`src/rtl/reveal_cells.sv`:
```
`default_nettype none
// ============================================================================
// Module      : reveal_cells
// Description : Flood-reveal engine for the minesweeper board. Reveals the
//               clicked cell and, when it has no adjacent mines, walks the
//               connected zero region breadth-first through an internal
//               coordinate FIFO. Each reveal is written one cell per cycle
//               through the shared x/y board address.
// Ports       : clk, reset (sync, active-low)
//               start, clickX, clickY       - begin a reveal at the click
//               x, y                        - registered board address
//               mineBoardReadValue          - mine flag at (x,y)
//               numBoardReadValue           - adjacent-mine count at (x,y)
//               revealBoardReadValue        - reveal flag at (x,y)
//               revealBoardWriteEn          - write 1 to reveal board at (x,y)
//               hitMine, revealedCount      - result, valid while done
//               done, ack                   - completion handshake
// Revision    : 1.0 - initial release
// ============================================================================
module reveal_cells #(
    parameter int boardWidth  = 8,
    parameter int boardHeight = 8
) (
    input  logic                                        clk,
    input  logic                                        reset,
    input  logic                                        start,
    input  logic [$clog2(boardWidth)-1:0]               clickX,
    input  logic [$clog2(boardHeight)-1:0]              clickY,
    output logic [$clog2(boardWidth)-1:0]               x,
    output logic [$clog2(boardHeight)-1:0]              y,
    input  logic                                        mineBoardReadValue,
    input  logic [3:0]                                  numBoardReadValue,
    input  logic                                        revealBoardReadValue,
    output logic                                        revealBoardWriteEn,
    output logic                                        hitMine,
    output logic [$clog2(boardWidth*boardHeight+1)-1:0] revealedCount,
    output logic                                        done,
    input  logic                                        ack
);

    localparam int XW    = $clog2(boardWidth);
    localparam int YW    = $clog2(boardHeight);
    localparam int CELLS = boardWidth * boardHeight;
    localparam int CW    = $clog2(CELLS + 1);
    localparam int PW    = (CELLS > 1) ? $clog2(CELLS) : 1;
    localparam int EW    = XW + YW;

    localparam logic [XW-1:0] c_X_MAX   = XW'(boardWidth - 1);
    localparam logic [YW-1:0] c_Y_MAX   = YW'(boardHeight - 1);
    localparam logic [PW-1:0] c_PTR_MAX = PW'(CELLS - 1);

    typedef enum logic [2:0] {
        S_IDLE  = 3'd0,
        S_CHECK = 3'd1,
        S_POP   = 3'd2,
        S_SET_N = 3'd3,
        S_TEST_N= 3'd4,
        S_DONE  = 3'd5
    } state_t;

    state_t          r_state;
    logic [XW-1:0]   r_x;
    logic [YW-1:0]   r_y;
    logic [XW-1:0]   r_cx;
    logic [YW-1:0]   r_cy;
    logic [2:0]      r_k;
    logic [PW-1:0]   r_head;
    logic [PW-1:0]   r_tail;
    logic [CW-1:0]   r_occ;
    logic [CW-1:0]   r_count;
    logic            r_hit;
    logic [EW-1:0]   r_fifo [CELLS];

    logic            w_fresh;
    logic            w_zero;
    logic            w_push;
    logic            w_we;
    logic            w_dxm;
    logic            w_dxp;
    logic            w_dym;
    logic            w_dyp;
    logic            w_off;
    logic [XW-1:0]   w_nx;
    logic [YW-1:0]   w_ny;
    logic [PW-1:0]   w_tail_nxt;
    logic [PW-1:0]   w_head_nxt;

    // A cell is worth revealing only if it is neither revealed nor a mine.
    assign w_fresh = !revealBoardReadValue && !mineBoardReadValue;
    assign w_zero  = (numBoardReadValue == 4'd0);

    // The write and the push happen in the same cycle, so the reveal flag
    // doubles as the "already queued" marker and no cell is queued twice.
    assign w_we   = ((r_state == S_CHECK) && !revealBoardReadValue) ||
                    ((r_state == S_TEST_N) && w_fresh);
    assign w_push = ((r_state == S_CHECK) || (r_state == S_TEST_N)) &&
                    w_fresh && w_zero;

    // Neighbour offsets for k = 0..7:
    // (-1,-1) (0,-1) (+1,-1) (-1,0) (+1,0) (-1,+1) (0,+1) (+1,+1)
    assign w_dxm = (r_k == 3'd0) || (r_k == 3'd3) || (r_k == 3'd5);
    assign w_dxp = (r_k == 3'd2) || (r_k == 3'd4) || (r_k == 3'd7);
    assign w_dym = (r_k <= 3'd2);
    assign w_dyp = (r_k >= 3'd5);

    assign w_off = (w_dxm && (r_cx == '0))      || (w_dxp && (r_cx == c_X_MAX)) ||
                   (w_dym && (r_cy == '0))      || (w_dyp && (r_cy == c_Y_MAX));

    // Arithmetic may wrap here, but wrapped values are only used when w_off
    // is low, i.e. when the neighbour really is on the board.
    assign w_nx = w_dxm ? (r_cx - 1'b1) : (w_dxp ? (r_cx + 1'b1) : r_cx);
    assign w_ny = w_dym ? (r_cy - 1'b1) : (w_dyp ? (r_cy + 1'b1) : r_cy);

    assign w_tail_nxt = (r_tail == c_PTR_MAX) ? '0 : (r_tail + 1'b1);
    assign w_head_nxt = (r_head == c_PTR_MAX) ? '0 : (r_head + 1'b1);

    // FIFO storage needs no reset; occupancy tracks validity.
    always_ff @(posedge clk) begin
        if (w_push) begin
            r_fifo[r_tail] <= {r_x, r_y};
        end
    end

    always_ff @(posedge clk) begin
        if (!reset) begin
            r_state <= S_IDLE;
            r_x     <= '0;
            r_y     <= '0;
            r_cx    <= '0;
            r_cy    <= '0;
            r_k     <= '0;
            r_head  <= '0;
            r_tail  <= '0;
            r_occ   <= '0;
            r_count <= '0;
            r_hit   <= 1'b0;
        end else begin
            case (r_state)
                S_IDLE: begin
                    if (start) begin
                        r_x     <= clickX;
                        r_y     <= clickY;
                        r_count <= '0;
                        r_hit   <= 1'b0;
                        r_head  <= '0;
                        r_tail  <= '0;
                        r_occ   <= '0;
                        r_k     <= '0;
                        r_state <= S_CHECK;
                    end
                end
                S_CHECK: begin
                    if (revealBoardReadValue) begin
                        r_state <= S_DONE;
                    end else if (mineBoardReadValue) begin
                        r_hit   <= 1'b1;
                        r_count <= CW'(1);
                        r_state <= S_DONE;
                    end else begin
                        r_count <= CW'(1);
                        if (w_zero) begin
                            r_tail  <= w_tail_nxt;
                            r_occ   <= r_occ + 1'b1;
                            r_state <= S_POP;
                        end else begin
                            r_state <= S_DONE;
                        end
                    end
                end
                S_POP: begin
                    if (r_occ == '0) begin
                        r_state <= S_DONE;
                    end else begin
                        {r_cx, r_cy} <= r_fifo[r_head];
                        r_head  <= w_head_nxt;
                        r_occ   <= r_occ - 1'b1;
                        r_k     <= '0;
                        r_state <= S_SET_N;
                    end
                end
                S_SET_N: begin
                    if (w_off) begin
                        r_k <= r_k + 1'b1;
                        if (r_k == 3'd7) begin
                            r_state <= S_POP;
                        end
                    end else begin
                        r_x     <= w_nx;
                        r_y     <= w_ny;
                        r_state <= S_TEST_N;
                    end
                end
                S_TEST_N: begin
                    if (w_fresh) begin
                        r_count <= r_count + 1'b1;
                        if (w_zero) begin
                            r_tail <= w_tail_nxt;
                            r_occ  <= r_occ + 1'b1;
                        end
                    end
                    if (r_k == 3'd7) begin
                        r_state <= S_POP;
                    end else begin
                        r_k     <= r_k + 1'b1;
                        r_state <= S_SET_N;
                    end
                end
                S_DONE: begin
                    if (ack) begin
                        r_state <= S_IDLE;
                    end
                end
                default: begin
                    r_state <= S_IDLE;
                end
            endcase
        end
    end

    assign x                  = r_x;
    assign y                  = r_y;
    assign revealBoardWriteEn = w_we;
    assign hitMine            = r_hit;
    assign revealedCount      = r_count;
    assign done               = (r_state == S_DONE);

endmodule
`default_nettype wire

```
`config.mk`:
```
export PLATFORM = sky130hd
export DESIGN_NAME = reveal_cells
export DESIGN_NICKNAME = d
export VERILOG_FILES = /design/src/rtl/reveal_cells.sv
export SDC_FILE = /design/constraint.sdc
export NUM_CORES = 1
export LEC_CHECK = 0
export ABC_AREA = 1
export CAP_MARGIN = 10
export CELL_PAD_IN_SITES_DETAIL_PLACEMENT = 0
export CELL_PAD_IN_SITES_GLOBAL_PLACEMENT = 1
export CORE_MARGIN = 4
export CORE_UTILIZATION = 50
export DETAILED_ROUTE_END_ITERATION = 6
export PLACE_DENSITY = 0.85
export SLEW_MARGIN = 20
export SYNTH_ARGS = -nofsm -noshare
export SYNTH_HDL_FRONTEND = slang
export SYNTH_SLANG_ARGS = --single-unit
```
`constraint.sdc`:
```
create_clock -name clk -period 2.45 [get_ports clk]
set_input_delay 0.245 -clock clk [delete_from_list [all_inputs] [get_ports clk]]
set_output_delay 0.245 -clock clk [all_outputs]
set_load 0.01 [all_outputs]
```
# Word level (Yosys, flattened, before mapping)
# Memory sizes are Yosys's and may differ from the RTL's. A register that Yosys moved wholly into a read port is not among the register bits.
# Index checks and enable logic that the tools add are counted.
dict set report classes {
  eq_ne 25
  n_lt_le_gt_ge 2
  n_bitwise 1
  add_sub_neg 10
  n_mux 51
  reduce_logical 42
}
# cell n
set ops {}
lappend ops {{$mux W3} 20}
lappend ops {{$mux W7} 8}
lappend ops {{$mux W6} 8}
lappend ops {{$pmux W7 S4} 1}
lappend ops {{$eq A3 B3 Y1 const B} 7}
lappend ops {{$pmux W7 S3} 1}
lappend ops {{$ne A2 B2 Y1 const B} 9}
lappend ops {{$pmux W3 S6} 1}
lappend ops {{$pmux W6 S3} 1}
lappend ops {{$add A7 B1 Y7 const B} 2}
lappend ops {{$add A6 B1 Y6 const B} 2}
lappend ops {{$eq A3 B2 Y1 const B} 4}
lappend ops {{$eq A6 B6 Y1 const B} 2}
lappend ops {{$logic_not A3 Y1} 4}
lappend ops {{$pmux W3 S2} 2}
lappend ops {{$pmux W3 S4} 1}
lappend ops {{$pmux W6 S2} 1}
lappend ops {{$reduce_and A5 Y1} 2}
lappend ops {{$add A3 B1 Y3 const B} 3}
lappend ops {{$logic_and A1 B1 Y1} 9}
lappend ops {{$logic_or A1 B1 Y1} 9}
lappend ops {{$reduce_and A3 Y1} 3}
lappend ops {{$reduce_and A4 Y1} 2}
lappend ops {{$reduce_bool A4 Y1} 2}
lappend ops {{17 further kinds} 27}
dict set report totals {
  inputBits 16
  ram_bits 384
  wordCells 141
  reg_bits 39
  mem_count 1
}
# memory depth word_bits read_ports rd_clocked_by_memory_dff write_ports line
set mem_list {}
lappend mem_list {r_fifo 64 6 1 1 1 72} ;# logic [EW-1:0] r_fifo [CELLS];

# Depth between registers and ports, before layout
dict set report depth {
  depth_word 9
  depth_mapped 14
  ltp_nobuf 14
}

# Least setup slack after synthesis
# No wires, ideal clock.
dict set report synth_timing {
  path_type {flip-flop to flip-flop}
  from {register r_state[0]}
  to {memory r_fifo[15][0] (netlist name) (enable)}
  slack_ns 0.463
  setup_time_ns 0.350
  n_path_buf 0
  stages_incl_launch_ff 10
  t_arrival_ns 1.637
  path_cell_list {dfxtp_1 -> nor2_4 -> nand2_2 -> nand2_4 -> inv_2 -> nor2_2 -> inv_2 -> nor2_2 -> nand3_2 -> nor2_1}
}
dict set report synth_via {
  elab_chain_len 6
  word_cells_on_any_way 7
  classes_between {2 x eq/ne; 2 x mux; 3 x reduce/logical}
}
# element line
set synth_rtl {}
lappend synth_rtl {{start, declared} 61} ;# state_t r_state;
lappend synth_rtl {{start signal, assigned} 126} ;# r_state <= S_IDLE;
lappend synth_rtl {{start signal, assigned} 149} ;# r_state <= S_CHECK;
lappend synth_rtl {{start signal, assigned} 154} ;# r_state <= S_DONE;
lappend synth_rtl {{$eq A3 B1 Y1 / $eq A3 B3 Y1 (equally long branches)} 96} ;# assign w_push = ((r_state == S_CHECK) || (r_state == S_TEST_N)) &&
lappend synth_rtl {{$logic_or A1 B1 Y1 *} 96}
lappend synth_rtl {{$logic_and A1 B1 Y1 *} 96}
lappend synth_rtl {{$logic_and A1 B1 Y1 *} 97} ;# w_fresh && w_zero;
lappend synth_rtl {{$mux W1 *} 119} ;# if (w_push) begin
lappend synth_rtl {{$mux W1 (not written as such) *} 120} ;# r_fifo[r_tail] <= {r_x, r_y};
lappend synth_rtl {{end, declared} 72}
# Mark *: on every way between the ends. The rest lies on a longest branch, timed or not.

# Final worst setup path
dict set report layout_timing {
  from {register r_state[0]}
  to {output port revealBoardWriteEn}
}
dict set report layout_via {
  elab_chain_len 3
  word_cells_on_any_way 5
  classes_between {2 x eq/ne; 3 x reduce/logical}
}
# element line
set layout_rtl {}
lappend layout_rtl {{$eq A3 B1 Y1 / $eq A3 B3 Y1 (equally long branches)} {94, 95}}
lappend layout_rtl {{$logic_and A1 B1 Y1 (on tied branches)} {94, 95}}
lappend layout_rtl {{$logic_or A1 B1 Y1 *} 94} ;# assign w_we = ((r_state == S_CHECK) && !revealBoardReadValue) ||
lappend layout_rtl {{end, declared} 34} ;# output logic revealBoardWriteEn,
# Marked as above.

==> flow_summary.toml <==
[cts]
clk_pin_slew_ns = 0.06
cts.repair.resized = 0
cts_sinks = 429
cts-hold-fix-buffers = 0
numCtsBuffers = 44
htree_levels = 2
cts_tree = "done"
cts_root_buffer = "clkbuf_16"
post_cts_buffers = 0
clock_path_buffers = 3
clk_latency_ns = 0.56

[timing]
period_share = 0.9461
fin_skew_ns = 0.008808
fmax_ghz = 0.4314
fin_crit_ns = 2.318
worstMarginPinSlew_ns = 0.6536
finalSetupViolations = 0
rsz0062_at_grt = "false"
finalHoldViolCount = 0
setup_slack_ns = 0.1320
slew-limit-headroom = 0.5642
tns_ns = 0
drv_slew = 0

[cells_and_area]
final_net_count = 2133
areaGrowthSynthToFinish_pct = 15.82
drive_gt1_frac = 0.1200
postLayoutCellArea_um2 = 22380
diodes = 0
fin_cells = 2636

[global_routing]
grt_max_degree = 116
grt_antenna_before_repair = 0
grt_usage = 0.2349
first_global_vias = 13490
grt_overflow = 0
grt_pass1_wl_um = 75820

[place]
gp_congestion = 0.8932
preCtsSetupSlack_ns = -0.03814
dp.cells = 2559
place_area_um2 = 21010
io_buffers = 31
hpwl_um = 31100

[worst_setup_path]
crit_arrival_ns = 2.07
regToRegSetupSlack_ns = 0.23
cpPeakStageDelay_ns = 0.57
r2r_end = "r_fifo[20][1]"
r2r_cells = 10
cp_max_fo = 7
path_class = "reg2out"
crit_required_ns = 2.20
crit_slowest_cell = "clkdlybuf4s50_1"
reg2reg_from = "r_state[1]"
worstPathCellList = "nor2_4 > nand2_2 > buf_4 > o22ai_1 > clkdlybuf4s50_1"
cp-start-kind = "flop"
critPathCaptureType = "output port"

[route]
vias_per_cell = 5.348
wirelength_um = 48670
wl_per_cell_um = 18.46
drt_first_pass_iters = 6
vias = 14100
drt-initial-drc-count = 1391
ant_nets = 0
drc = 0

[floorplan]
core_area_um2 = 37930
io_pins = 32
die_h_um = 204.6
die-area_um2 = 41850
die-width_um = 204.6
rows = 71
initial_core_util = 0.5094

[hold_path]
hold_path_startpoint = "reset"
hold_class = "in2reg"
hold_path_depth = 3
whs_endpoint = "y[2]"

[yosys]
synth_cell_type_count = 39
ys_ff_latch = 429
synth_area_leader_cell = "edfxtp_1"
synth_largest_type_area_fraction = 0.5968
syn_nets = 2011
synth_top_cells_by_area = "edfxtp_1 (60%), nand2_1 (11%), nand3_1 (7.4%)"
synth_area_um2 = 19320
syn_inst = 1972
ys_warn_count = 0
syn_avg_cell_area_um2 = 9.798
synth-seq-area-share = 0.6434

[pwr]
cellLeakagePower_nw = 9.050
ir_drop_mv = 0.6023
power.density_nw_per_um2 = 869.0

[status]
status = "completed"

[job]
maxCapViolCount = 0
-- cells in the mapped netlist, drive strengths merged --
cell    instances
a21boi          2
inv           237
fa              1
nand2         569
o21ai          51
edfxtp        384
nand3b          2
nor2          160
o211ai         19
a211oi          5
or2            22
nand3         296
clkinv          1
a21oi          44
o22ai           1
clkbuf         26
nand4           2
xor2            6
nor3           13
ha             22
dfxtp          45
xnor2           3
and2            1
and3            1
a31oi           1
buf            58
-- cell families after synthesis --
| group | count (synthesis) | share of synthesized area |
|---|---|---|
| AND/OR/NAND/NOR | 1066 | 0.2366 |
| flip-flops | 429 | 0.6434 |
| buffers and inverters | 322 | 0.06508 |
| AO/OA/AOI/OAI | 123 | 0.03555 |
| adder cells (fa/ha/maj) | 23 | 0.01528 |
| XOR/XNOR | 9 | 0.004080 |
-- layer usage --
layer | vias up | global-route usage | part of all wire
met3 | 84 | 0.03419 | 0.079
met5 | - | 0 | 0
met2 | 571 | 0.3873 | 0.47
met4 | 0 | 0.07777 | 0.032
met1 | 6660 | 0.3240 | 0.42
li1 | 6783 | - | -
-- state kept, by name, summed over array words and instances (netlist names), 3 cells and up --
| register | cells |
|---|---|
| r_tail | 6 |
| r_occ | 7 |
| r_cy | 3 |
| r_head | 6 |
| r_k | 3 |
| r_state | 3 |
| x | 3 |
| r_fifo | 384 |
| y | 3 |
| r_cx | 3 |
| revealedCount | 7 |
-- critical path: cells and delay by family (launching register included) --
family,cells,cell delay (ns)
buf+inv,2,0.75
flops,1,0.37
simple gates,2,0.26
compound gates,1,0.14
-- worst max path at each step --
| stage | startpoint | to | slack, ns | cells after the start |
|---|---|---|---|---|
| after CTS | r_state[0] | revealBoardWriteEn | 0.11 | 5 |
| after detailed placement | revealBoardReadValue | r_fifo[43][1] | -0.04 | 13 |
| after global placement | revealBoardReadValue | r_fifo[20][3] | -0.07 | 11 |
| final | r_state[0] | revealBoardWriteEn | 0.13 | 5 |
| after floorplan | r_state[0] | r_fifo[15][0] | 0.46 | 9 |
| after global routing | r_state[0] | revealBoardWriteEn | 0.03 | 5 |
-- placed cells by master (no fill, tap or decap), drive strengths merged, types with 13 or more instances in the layout --
master / synthesis / final
inv: 237 / 239
o211ai: 19 / 19
a21oi: 44 / 44
edfxtp: 384 / 384
clkinv: 1 / 15
nor2: 160 / 160
clkdlybuf4s50: 0 / 31
o21ai: 51 / 51
nand2: 569 / 569
nand3: 296 / 296
ha: 22 / 22
dfxtp: 45 / 45
or2: 22 / 22
nor3: 13 / 13
clkbuf: 26 / 55
buf: 58 / 129
-- through the flow --
step | hold slack, ns | utilization | power, mW
final | 0.4281 | 0.5900 | 19.45
after global routing | 0.4536 | 0.5900 | 20.36
after CTS | 0.4080 | 0.5900 | 19.56
after detailed placement | 0.4770 | 0.5538 | 13.19
after global placement | 0.4701 | 0.5538 | 13.17
after floorplan | 0.4277 | - | 11.50
-- cell type report --
type / count / area [µm²]
Clock inverter: 22 / 188.9
Fill cell: 3189 / 15550
Sequential cell: 429 / 12450
Timing Repair Buffer: 160 / 1391
Inverter: 238 / 895.9
Multi-Input combinational cell: 1221 / 5633
Clock buffer: 55 / 1184
Tap cell: 511 / 639.4
-- where the power goes --
| part | total (mW) | switching (mW) | internal, mW |
|---|---|---|---|
| Clock | 6.39 | 2.66 | 3.73 |
| Sequential | 8.82 | 0.239 | 8.58 |
| Combinational | 4.23 | 2.96 | 1.27 |
| Total | 19.4 | 5.86 | 13.6 |
Power figures use the tool's default switching activity.
